$ cat src/rtl/inst_fetch_if.sv
// Fetch-unit signal bundle: memory request/response, decode handoff and redirect.
// master = fetch unit, slave = memory/decode/branch environment.
interface inst_fetch_if;
  logic        req_valid;
  logic        req_ready;
  logic [31:0] req_addr;
  logic        resp_valid;
  logic [31:0] resp_data;
  logic        inst_valid;
  logic        inst_ready;
  logic [31:0] inst;
  logic [31:0] inst_pc;
  logic        redirect_valid;
  logic [31:0] redirect_pc;
  logic        halted;

  modport master (
    output req_valid, req_addr, inst_valid, inst, inst_pc, halted,
    input  req_ready, resp_valid, resp_data, inst_ready, redirect_valid, redirect_pc
  );

  modport slave (
    input  req_valid, req_addr, inst_valid, inst, inst_pc, halted,
    output req_ready, resp_valid, resp_data, inst_ready, redirect_valid, redirect_pc
  );
endinterface

$ cat src/rtl/inst_fetch.sv
// Single-outstanding instruction fetch FSM: IDLE -> REQ -> WAIT -> OUT, with redirect/kill.
// Optional halt on all-zero instruction word when IFU_HALT_DETECT_EN is defined.
module inst_fetch #(
  parameter logic [31:0] RESET_PC = 32'h8000_0000
) (
  input logic          clk,
  input logic          rst,
  inst_fetch_if.master bus
);

  typedef enum logic [2:0] {
    IDLE = 3'd0,
    REQ  = 3'd1,
    WAIT = 3'd2,
    OUT  = 3'd3,
    HALT = 3'd4
  } state_e;

  state_e      state_q, state_d;
  logic [31:0] pc_q, pc_d;
  logic        kill_q, kill_d;
  logic [31:0] inst_q, inst_d;
  logic [31:0] inst_pc_q, inst_pc_d;

  always_ff @(posedge clk) begin
    if (rst) begin
      state_q   <= IDLE;
      pc_q      <= RESET_PC;
      kill_q    <= 1'b0;
      inst_q    <= '0;
      inst_pc_q <= '0;
    end else begin
      state_q   <= state_d;
      pc_q      <= pc_d;
      kill_q    <= kill_d;
      inst_q    <= inst_d;
      inst_pc_q <= inst_pc_d;
    end
  end

  always_comb begin
    state_d   = state_q;
    pc_d      = pc_q;
    kill_d    = kill_q;
    inst_d    = inst_q;
    inst_pc_d = inst_pc_q;
    case (state_q)
      IDLE: begin
        state_d = REQ;
        if (bus.redirect_valid) pc_d = bus.redirect_pc;
      end
      REQ: begin
        if (bus.redirect_valid) begin
          pc_d = bus.redirect_pc;
          // A request accepted in the redirect cycle fetches the stale address.
          if (bus.req_ready) begin
            state_d = WAIT;
            kill_d  = 1'b1;
          end
        end else if (bus.req_ready) begin
          state_d = WAIT;
          kill_d  = 1'b0;
        end
      end
      WAIT: begin
        if (bus.redirect_valid) begin
          pc_d = bus.redirect_pc;
          if (bus.resp_valid) begin
            state_d = REQ;
            kill_d  = 1'b0;
          end else begin
            kill_d  = 1'b1;
          end
        end else if (bus.resp_valid) begin
          if (kill_q) begin
            state_d = REQ;
            kill_d  = 1'b0;
          end else begin
            inst_d    = bus.resp_data;
            inst_pc_d = pc_q;
            state_d   = OUT;
          end
        end
      end
      OUT: begin
        if (bus.redirect_valid) begin
          pc_d    = bus.redirect_pc;
          state_d = REQ;
        end else if (bus.inst_ready) begin
`ifdef IFU_HALT_DETECT_EN
          if (inst_q == 32'h0) begin
            state_d = HALT;
          end else begin
            pc_d    = pc_q + 32'd4;
            state_d = REQ;
          end
`else
          pc_d    = pc_q + 32'd4;
          state_d = REQ;
`endif
        end
      end
      HALT: begin
        state_d = HALT;
      end
      default: begin
        state_d = IDLE;
      end
    endcase
  end

  assign bus.req_valid  = (state_q == REQ);
  assign bus.req_addr   = pc_q;
  assign bus.inst_valid = (state_q == OUT);
  assign bus.inst       = inst_q;
  assign bus.inst_pc    = inst_pc_q;

`ifdef IFU_HALT_DETECT_EN
  assign bus.halted = (state_q == HALT);
`else
  assign bus.halted = 1'b0;
`endif

endmodule

$ cat src/flat_wrapper.sv
// flat-port wrapper written by rule: the top's interface ports become plain ports
module inst_fetch_flat 
#(
  parameter logic [31:0] RESET_PC = 32'h8000_0000
)
  (clk, rst, bus_req_valid, bus_req_addr, bus_inst_valid, bus_inst, bus_inst_pc, bus_halted, bus_req_ready, bus_resp_valid, bus_resp_data, bus_inst_ready, bus_redirect_valid, bus_redirect_pc);
  inst_fetch_if bus_i ();
  input logic clk;
  input logic rst;
  output wire logic [$bits(bus_i.req_valid)-1:0] bus_req_valid;
  output wire logic [$bits(bus_i.req_addr)-1:0] bus_req_addr;
  output wire logic [$bits(bus_i.inst_valid)-1:0] bus_inst_valid;
  output wire logic [$bits(bus_i.inst)-1:0] bus_inst;
  output wire logic [$bits(bus_i.inst_pc)-1:0] bus_inst_pc;
  output wire logic [$bits(bus_i.halted)-1:0] bus_halted;
  input wire logic [$bits(bus_i.req_ready)-1:0] bus_req_ready;
  input wire logic [$bits(bus_i.resp_valid)-1:0] bus_resp_valid;
  input wire logic [$bits(bus_i.resp_data)-1:0] bus_resp_data;
  input wire logic [$bits(bus_i.inst_ready)-1:0] bus_inst_ready;
  input wire logic [$bits(bus_i.redirect_valid)-1:0] bus_redirect_valid;
  input wire logic [$bits(bus_i.redirect_pc)-1:0] bus_redirect_pc;
  assign bus_req_valid = bus_i.req_valid;
  assign bus_req_addr = bus_i.req_addr;
  assign bus_inst_valid = bus_i.inst_valid;
  assign bus_inst = bus_i.inst;
  assign bus_inst_pc = bus_i.inst_pc;
  assign bus_halted = bus_i.halted;
  assign bus_i.req_ready = bus_req_ready;
  assign bus_i.resp_valid = bus_resp_valid;
  assign bus_i.resp_data = bus_resp_data;
  assign bus_i.inst_ready = bus_inst_ready;
  assign bus_i.redirect_valid = bus_redirect_valid;
  assign bus_i.redirect_pc = bus_redirect_pc;
  inst_fetch #(.RESET_PC(RESET_PC)) u_core (.clk(clk), .rst(rst), .bus(bus_i));
endmodule
$ cat config.mk
export PLATFORM = sky130hd
export DESIGN_NAME = inst_fetch_flat
export DESIGN_NICKNAME = d
export VERILOG_FILES = /design/src/rtl/inst_fetch_if.sv /design/src/rtl/inst_fetch.sv /design/src/flat_wrapper.sv
export SDC_FILE = /design/constraint.sdc
export NUM_CORES = 1
export LEC_CHECK = 0
export BUFFER_PORTS_ARGS = -buffer_cell sky130_fd_sc_hd__buf_2
export CORE_ASPECT_RATIO = 0.7
export CORE_MARGIN = 4
export CORE_UTILIZATION = 49
export CTS_CLUSTER_SIZE = 28
export DETAILED_ROUTE_END_ITERATION = 8
export PLACE_DENSITY = 0.78
export SYNTH_ARGS = -nofsm -noshare
export SYNTH_HDL_FRONTEND = slang
export SYNTH_SLANG_ARGS = --single-unit
$ cat constraint.sdc
create_clock -name clk -period 2.1 [get_ports clk]
set_input_delay 0 -clock clk [delete_from_list [all_inputs] [get_ports clk]]
set_output_delay 0 -clock clk [all_outputs]
set_load 0.005 [all_outputs]
== Yosys cells after proc, flatten, opt, wreduce, memory -nomap -nowiden ==
Index checks and enable logic that the tools add are counted.
W data, S select, Z words.

* Bits in registers: 100
* Bits of input ports: 70
* Output and inout port bits: 99
* Word-level logic and storage cells: 44

* Add/subtract/negate cells: 1
* Equality and inequality tests: 9
* Muxes and demuxes: 19
* Bitwise operators: 2
* Reductions and logical operators: 8

{| class="wikitable"
|+ Operator list
! cell !! number
|-
| $mux W32 || 3
|-
| $pmux W32 S2 || 1
|-
| $add A32 B3 Y32 const B || 1
|-
| $mux W3 || 6
|-
| $pmux W3 S5 || 1
|-
| $reduce_and A3 Y1 || 3
|-
| $eq A3 B2 Y1 const B || 2
|-
| $mux W1 || 6
|-
| $ne A2 B1 Y1 const B || 2
|-
| $reduce_and A4 Y1 || 1
|-
| $reduce_bool A2 Y1 || 2
|-
| $eq A3 B1 Y1 const B || 1
|-
| $eq A3 B3 Y1 const B || 1
|-
| $logic_not A3 Y1 || 1
|-
| $ne A3 B1 Y1 const B || 1
|-
| $ne A3 B3 Y1 const B || 1
|-
| $reduce_or A3 Y1 || 1
|-
| $mux W2 || 1
|-
| $ne A2 B2 Y1 const B || 1
|-
| $not A1 Y1 || 2
|-
| $pmux W1 S2 || 1
|}

== Longest topological paths before layout ==
Gate-level depths: netlist of the first run.

* Depth in word-level cells: 4
* Gate-level depth with buffers: 8

== Worst setup path after synthesis of the first run ==
Ideal clock, no wire load.

* Kind: register to register
* From: register u_core.pc_q[2] (netlist: u_core.bus.req_addr[2])
* To: register u_core.pc_q[28] (netlist: u_core.bus.req_addr[28])
* Setup time: 0.115 ns
* Arrival: 1.735 ns
* Data required time: 1.985 ns
* Slack: 0.250 ns
* Cell stages (with the launch flop): 7
* Path buffers: 0
* Clock period less this slack: 1.850 ns
* Cells stage by stage: dfxtp_1 > ha_1 > nand3_2 > nor4_2 > nand4_1 > mux2i_1 > a2111oi_0

* Cells in the longest elaborated chain, start to end: 4

{| class="wikitable"
|+ Ends and longest elaborated chain
! element !! RTL line !! source
|-
| from (decl) || inst_fetch.sv:20 || <nowiki>logic [31:0] pc_q, pc_d;</nowiki>
|-
| from (signal assigned) || inst_fetch.sv:34 || <nowiki>pc_q <= pc_d;</nowiki>
|-
| $add A32 B3 Y32 || inst_fetch.sv:98 || <nowiki>pc_d = pc_q + 32'd4;</nowiki>
|-
| $mux W32 || inst_fetch.sv:89 || <nowiki>end else if (bus.inst_ready) begin</nowiki>
|-
| $mux W32 || inst_fetch.sv:86 || <nowiki>if (bus.redirect_valid) begin</nowiki>
|-
| $pmux W32 S2 || inst_fetch.sv:47 || <nowiki>case (state_q)</nowiki>
|}

No other way between the ends. The select of a mux whose other input is x is not followed.
A chain may end at the register's enable or synchronous reset.

== Worst setup path after layout of the first run ==
* From: register u_core.pc_q[12] (netlist: u_core.bus.req_addr[12])
* To: register u_core.pc_q[25] (netlist: u_core.bus.req_addr[25])

The elaborated chain is that of the path after synthesis.

==> reports/results.txt, run 1 <==
CP required: 2340 ps
Max Freq: 502 MHz
FF-to-FF End: u_core.bus.req_addr[25]
clock-pin slew on the worst setup and hold paths: 70 ps
setup_tns: 0 ps
FF-to-FF setup slack: 110 ps
CP Data Arrival Time: 2230 ps
initial antenna violation count: 0
worst-case reg-to-reg path depth: 5
maximum vdd drop: 0.000557 V
vias in the first global route: 4787
wire per inst: 16.2 um
Die Wd: 122 um
Final Hold Slack: 18.9 ps
Max-Cap Viols: 0
# DRC: 0
reg2reg start: u_core.bus.req_addr[12]
worst-path maximum fanout: 8
worst hold endpoint: u_core.bus.req_addr[29]
Bufs on Longest Clock Path: 2
syn_nets: 655
Cell Area, Synth: 0.00443 mm^2
ratio of cells with drive above 1 in the final layout: 0.294
multi-input logic area: 0.00224 mm^2
# diodes: 0
P_leak: 0.00273 uW
Synth Flop Type: dfxtp_1
Final ANT Viol Nets: 0
insertion delay to the later sink of the worst-skew pair: 350 ps
CP top delay family: simple AND/OR/NAND/NOR gates
placed cell area: 0.00550 mm^2
Routed WL: 15000 um
Num CTS Buffers: 9
TritonCTS clock tree: built
Area contributors post-synth: dfxtp_1, nand2_1, a21oi_1
fillers: 663
Synth Area per Inst: 7.58 um^2
via count: 5071
clock skew: 8.95 ps
CP peak stage delay: 490 ps
# rows: 28
Pins Over Slew Limit: 0
YS warnings: 0
Finish-stage setup viols: 0
Clock Tree Root: clkbuf_16
Port-buffer cells: 167
Critical Path Start: u_core.bus.req_addr[12]
RSZ-0062 raised after global routing: no
sequential share of the synthesized area: 0.452
Post-synth ARST share: 0
post-layout instance area: 0.00631 mm^2
Yosys top cell area share: 0.452
synthesized instance count: 584
vias per std cell: 5.49
worst hold path class: in -> reg
CP startpoint kind: flop
CTS Sinks: 100
DRT iter0 DRCs: 406
largest net degree at the start of global routing: 40
Global Route Usage Sum: 0.276
Starting Density: 0.514
crit path cell chain: nand4_1 -> nor2_1 -> and3_1 -> a211oi_1 -> or3_1
post-route minimum period: 1990 ps
cell taking the most area after synthesis: dfxtp_1
Distinct cells, synth: 57
io pins: 169
final hold violation count: 0
Hold Startpoint: bus_redirect_pc[29]
CP max stage cell: dfxtp_1
synth-to-layout area growth: 42.5%
grt ovf: 0
H-tree level count: 3
global-route wire length before repair: 23500 um
register bit count reported by yosys: 100
Buf/Inv on CP: 0
core area: 0.00862 mm^2
final worst path period share: 0.948
Worst setup EP type: flop
kind of critical path: reg -> reg
dpl hpwl: 10200 um
# nets final: 870
die area: 0.0106 mm^2
power density over the cells: 675 mW/mm^2
hold depth: 4
number of flops mapped to enable cells by yosys: 0
storage element area: 0.00200 mm^2
status: completed
Placer Congestion: 0.962
Die Span Y: 87.5 um
DRT Pass-1 Iters: 5
final cell utilization of the core: 0.732
## per-stage QoR
stage / std cells / setup WS, ps / power, uW
after global routing: 924 / 4.14 / 4420
after floorplan: 584 / 250 / 2260
after CTS: 924 / 35.4 / 4250
after global placement: 861 / 163 / 2470
after detailed placement: 861 / 53.8 / 2480
final: 924 / 109 / 4250
## cells in the final DEF (no fill, tap or decap), types with 3 or more instances in the layout
cell | netlist | layout
nand4_1 | 8 | 8
a211oi_1 | 6 | 6
inv_1 | 3 | 3
a31o_2 | 3 | 3
buf_4 | 1 | 35
a21oi_1 | 86 | 85
nor2_1 | 34 | 34
nand3_1 | 16 | 15
or3_1 | 6 | 6
mux2i_1 | 4 | 4
a41oi_1 | 4 | 4
dfxtp_1 | 100 | 99
nand2_1 | 171 | 171
nor3_1 | 10 | 10
nand3_2 | 2 | 3
o21ai_0 | 14 | 14
buf_2 | 16 | 166
o22ai_1 | 5 | 5
and3_1 | 7 | 6
a22oi_1 | 6 | 6
dlygate4sd3_1 | 0 | 47
clkbuf_16 | 0 | 9
a31oi_1 | 9 | 9
## where the power goes
| part | internal, uW | total (uW) | leakage [uW] | switching, uW |
|---|---|---|---|---|
| clock | 991 | 1730 | 0.000148 | 737 |
| combinational | 251 | 502 | 0.00177 | 251 |
| sequential | 1950 | 2020 | 0.000814 | 71.3 |
## logic make-up (layout without fill, tap and decap cells)
family                   count (synthesis)  after routing  synth area share
AND/OR/NAND/NOR                        272            272             0.270
AO/OA/AOI/OAI                          156            156             0.213
multiplexers                             5              5            0.0116
other                                    1              1          0.000847
flip-flops                             100            100             0.452
adder cells (fa/ha/maj)                  1              1           0.00283
buffers and inverters                   49            269            0.0486
## repair_timing
| action | CTS | global route |
|---|---|---|
| hold endpoints to repair | 47 | 0 |
| setup endpoints to repair | 0 | 9 |
| setup buffers | 0 | 0 |
| hold buffers | 47 | 0 |
| resized for setup | 0 | 5 |
## final cells by class
cell class / instances / share of cell area
Clock inverter: 5 / 0.00932
Tap cell: 120 / 0.0238
Sequential cell: 100 / 0.318
Inverter: 4 / 0.00238
Multi-Input combinational cell: 435 / 0.356
Clock buffer: 11 / 0.0401
Timing Repair Buffer: 249 / 0.251
## cells in the mapped netlist, types with 2 or more instances
master	instances
a31o_2	3
nor3b_1	2
a211oi_1	6
o22ai_1	5
nand2_1	171
or4_1	2
dfxtp_1	100
a21o_1	3
a22oi_1	6
a41oi_1	4
a31oi_1	9
a41o_1	2
a2111oi_0	2
o21ai_0	14
nand2b_1	2
and3_1	7
nand3b_1	2
nand3_2	2
nand4_1	8
clkbuf_1	26
nor3_1	10
or3_1	6
a311oi_1	2
nand3_1	16
nor2_1	34
a21oi_1	86
inv_1	3
nor4_1	2
o211ai_1	2
a22o_1	2
mux2i_1	4
buf_2	16
## worst max path at each step
stage	to	slack (ps)	cells past startpoint
floorplan	u_core.bus.req_addr[28]	250	6
global placement	u_core.bus.req_addr[28]	160	6
detailed placement	u_core.bus.req_addr[28]	50	6
CTS	u_core.bus.req_addr[28]	40	6
global route	u_core.bus.req_addr[23]	4	6
finish	u_core.bus.req_addr[25]	110	5
## per-layer routing
layer	wire, um	track usage	part of all wire
met3	1260	0.0662	0.084
met4	316	0.0916	0.021
met1	6560	0.372	0.44
met5	0	0	0
met2	6820	0.440	0.46
## worst min-delay path, stage by stage
cell	delay, ps
buf_2	90
nor2_1	40
nor2_1	60
and3_1	140
## registers in the layout, indices dropped and copies added, names as in the netlist
register	flops
u_core.bus.inst	32
u_core.bus.inst_pc	32
u_core.bus.req_addr	32
u_core.state_q	3
u_core.kill_q	1
Power figures use the tool's default switching activity.
==> run 2, diff against run 1 <==
--- a/config.mk
+++ b/config.mk
@@ -6,12 +6,14 @@
 export NUM_CORES = 1
 export LEC_CHECK = 0
 export BUFFER_PORTS_ARGS = -buffer_cell sky130_fd_sc_hd__buf_2
+export CELL_PAD_IN_SITES_DETAIL_PLACEMENT = 0
+export CELL_PAD_IN_SITES_GLOBAL_PLACEMENT = 1
 export CORE_ASPECT_RATIO = 0.7
 export CORE_MARGIN = 4
-export CORE_UTILIZATION = 49
+export CORE_UTILIZATION = 34
 export CTS_CLUSTER_SIZE = 28
 export DETAILED_ROUTE_END_ITERATION = 8
-export PLACE_DENSITY = 0.78
+export PLACE_DENSITY = 0.77
 export SYNTH_ARGS = -nofsm -noshare
 export SYNTH_HDL_FRONTEND = slang
 export SYNTH_SLANG_ARGS = --single-unit
==> run 2 against run 1 <==
Net effect:
- hold slack lost 5.9 ps
- routed wire length increased by 1.3%
- clock-buffer cell count is the same
- worst setup slack better by 12 ps
- clock skew decreased by 0.83 ps
- register-to-register slack about the same
- power decreased by 3.0%
- critical endpoint is now u_core.bus.req_addr[14]
- largest power group unchanged
- flip-flop and latch count unchanged
- sequential power barely moved
==> reports/results.txt, run 2 (synthesis results as in run 1) <==
status: completed
initial antenna violation count: 0 (unchanged)
Final Hold Slack: 13.1 ps (-5.85 ps)
DRT Pass-1 Iters: 4 (-1)
maximum vdd drop: 0.000406 V (-27%)
most frequent cells in the layout: nand2_1, buf_2, dfxtp_1
Final WS setup: 122 ps (+12.5 ps)
worst-path maximum fanout: 6 (-2)
Finish-stage setup viols: 0 (unchanged)
# diodes: 0 (unchanged)
clock-pin slew on the worst setup and hold paths: 70 ps (about the same)
global-route wire length before repair: 23700 um (+0.74%)
post-CTS repair timing setup buffer count: 0 (unchanged)
post-route minimum period: 1980 ps (-12.5 ps)
commonest non-fill, non-tap cell in the layout: nand2_1
Global Route Usage Sum: 0.199 (-0.0773)
Die Wd: 144 um (+19%)
Setup WS pre-CTS: -33.4 ps (-87.2 ps)
Placer Congestion: 0.835 (-13%)
Num CTS Buffers: 9 (unchanged)
# rows: 34 (+21%)
CP startpoint kind: flop
RSZ-0062 raised after global routing: no
Starting Density: 0.351 (-0.162)
io pins: 169 (unchanged)
P_leak: 0.00274 uW (+0.14%)
Pins Over Slew Limit: 0 (unchanged)
final hold violation count: 0 (unchanged)
H-tree level count: 3 (unchanged)
power density over the cells: 651 mW/mm^2 (-3.5%)
Die Span Y: 103 um (+18%)
ratio of cells with drive above 1 in the final layout: 0.293 (-0.000880)
dpl hpwl: 10600 um (+3.7%)
vias per std cell: 5.13 (-6.4%)
Final ANT Viol Nets: 0 (unchanged)
DRT iter0 DRCs: 267 (-34%)
die area: 0.0149 mm^2 (+40%)
wire per inst: 15.7 um (-3.0%)
TritonCTS clock tree: built
# nets final: 869 (-0.11%)
kind of critical path: reg -> reg
fillers: 1258 (+90%)
Port-buffer cells: 167 (unchanged)
# DRC: 0 (unchanged)
via count: 4955 (-2.3%)
Worst setup EP type: flop
vias in the first global route: 4607 (-3.8%)
Max-Cap Viols: 0 (unchanged)
clock skew: 8.12 ps (-0.832 ps)
CP required: 2330 ps (about the same)
final worst path period share: 0.942 (-0.00595)
insertion delay to the later sink of the worst-skew pair: 340 ps (about the same)
Clock Tree Root: clkbuf_16
CP Data Arrival Time: 2210 ps (-20 ps)
largest net degree at the start of global routing: 41 (+2.5%)
core area: 0.0126 mm^2 (+46%)
Routed WL: 15200 um (+1.3%)
Max Freq: 505 MHz (+0.63%)
grt ovf: 0 (unchanged)
CTS Sinks: 100 (unchanged)
synth-to-layout area growth: 43.3%
placed cell area: 0.00557 mm^2 (+1.2%)
post-layout instance area: 0.00634 mm^2 (+0.52%)
Bufs on Longest Clock Path: 2 (unchanged)
worst hold path class: in -> reg
run 2: changes by cell type in the layout (fill, tap and decap cells not counted), sizes merged:
cell and change:
inv -1, dlygate4sd3 -1, clkinv +4, bufinv -1, clkinvlp -2
run 2: path summary, 6_finish.rpt:
path         slack (ps)  depth (start not counted)              startpoint                       to
max                 120                          6  u_core.bus.req_addr[3]  u_core.bus.req_addr[14]
min reg2reg         450                          2   u_core.bus.inst_pc[9]    u_core.bus.inst_pc[9]
min                  10                          3     bus_redirect_pc[27]  u_core.bus.req_addr[27]
max reg2reg         120                          6  u_core.bus.req_addr[3]  u_core.bus.req_addr[14]
run 2: repair_timing:
action	CTS	global route
setup endpoints to repair	1	4
pin swaps	0	1
gates resized for setup	1	4
endpoints found under the hold margin	46	0
hold buffers	46	0
run 2: power by group:
group	switching (uW)	leakage, uW	total, uW	internal [uW]
sequential	69.7	0.000813	2020	1950
clock	733	0.000145	1600	871
combinational	249	0.00178	500	251
run 2: through the flow:
step / util / power [uW] / std cells / TNS (ps)
2_1_floorplan: - / 2260 / 584 / 0
3_3_place_gp: 0.442 / 2480 / 903 / 0
3_5_place_dp: 0.442 / 2490 / 903 / -33.4
4_1_cts: 0.502 / 4180 / 965 / 0
5_1_grt: 0.503 / 4320 / 965 / 0
6_report: 0.503 / 4130 / 965 / 0
run 2: cell type report:
class | count | area (um^2) | share of cell area
multi-input combinational | 435 | 2240 | 0.354
sequential | 100 | 2000 | 0.316
timing repair buffer | 248 | 1590 | 0.250
clock buffer | 11 | 253 | 0.0399
tap | 162 | 203 | 0.0320
clock inverter | 5 | 36.3 | 0.00572
inverter | 4 | 15.0 | 0.00237
run 2: critical path, stage by stage (launching register included):
cell       delay (ps)
dfxtp_1           410
ha_1              250
nand3_2           170
or3_1             460
nor2_1            130
mux2i_1           100
a2111oi_2         360
run 2: routing by layer:
metal  global-route usage  up-vias  routed length, um
met2                0.293      161               6490
met4               0.0509        0                229
li1                     -     2467                  -
met5                    0        -                  0
met3               0.0464       21                899
met1                0.294     2306               7530
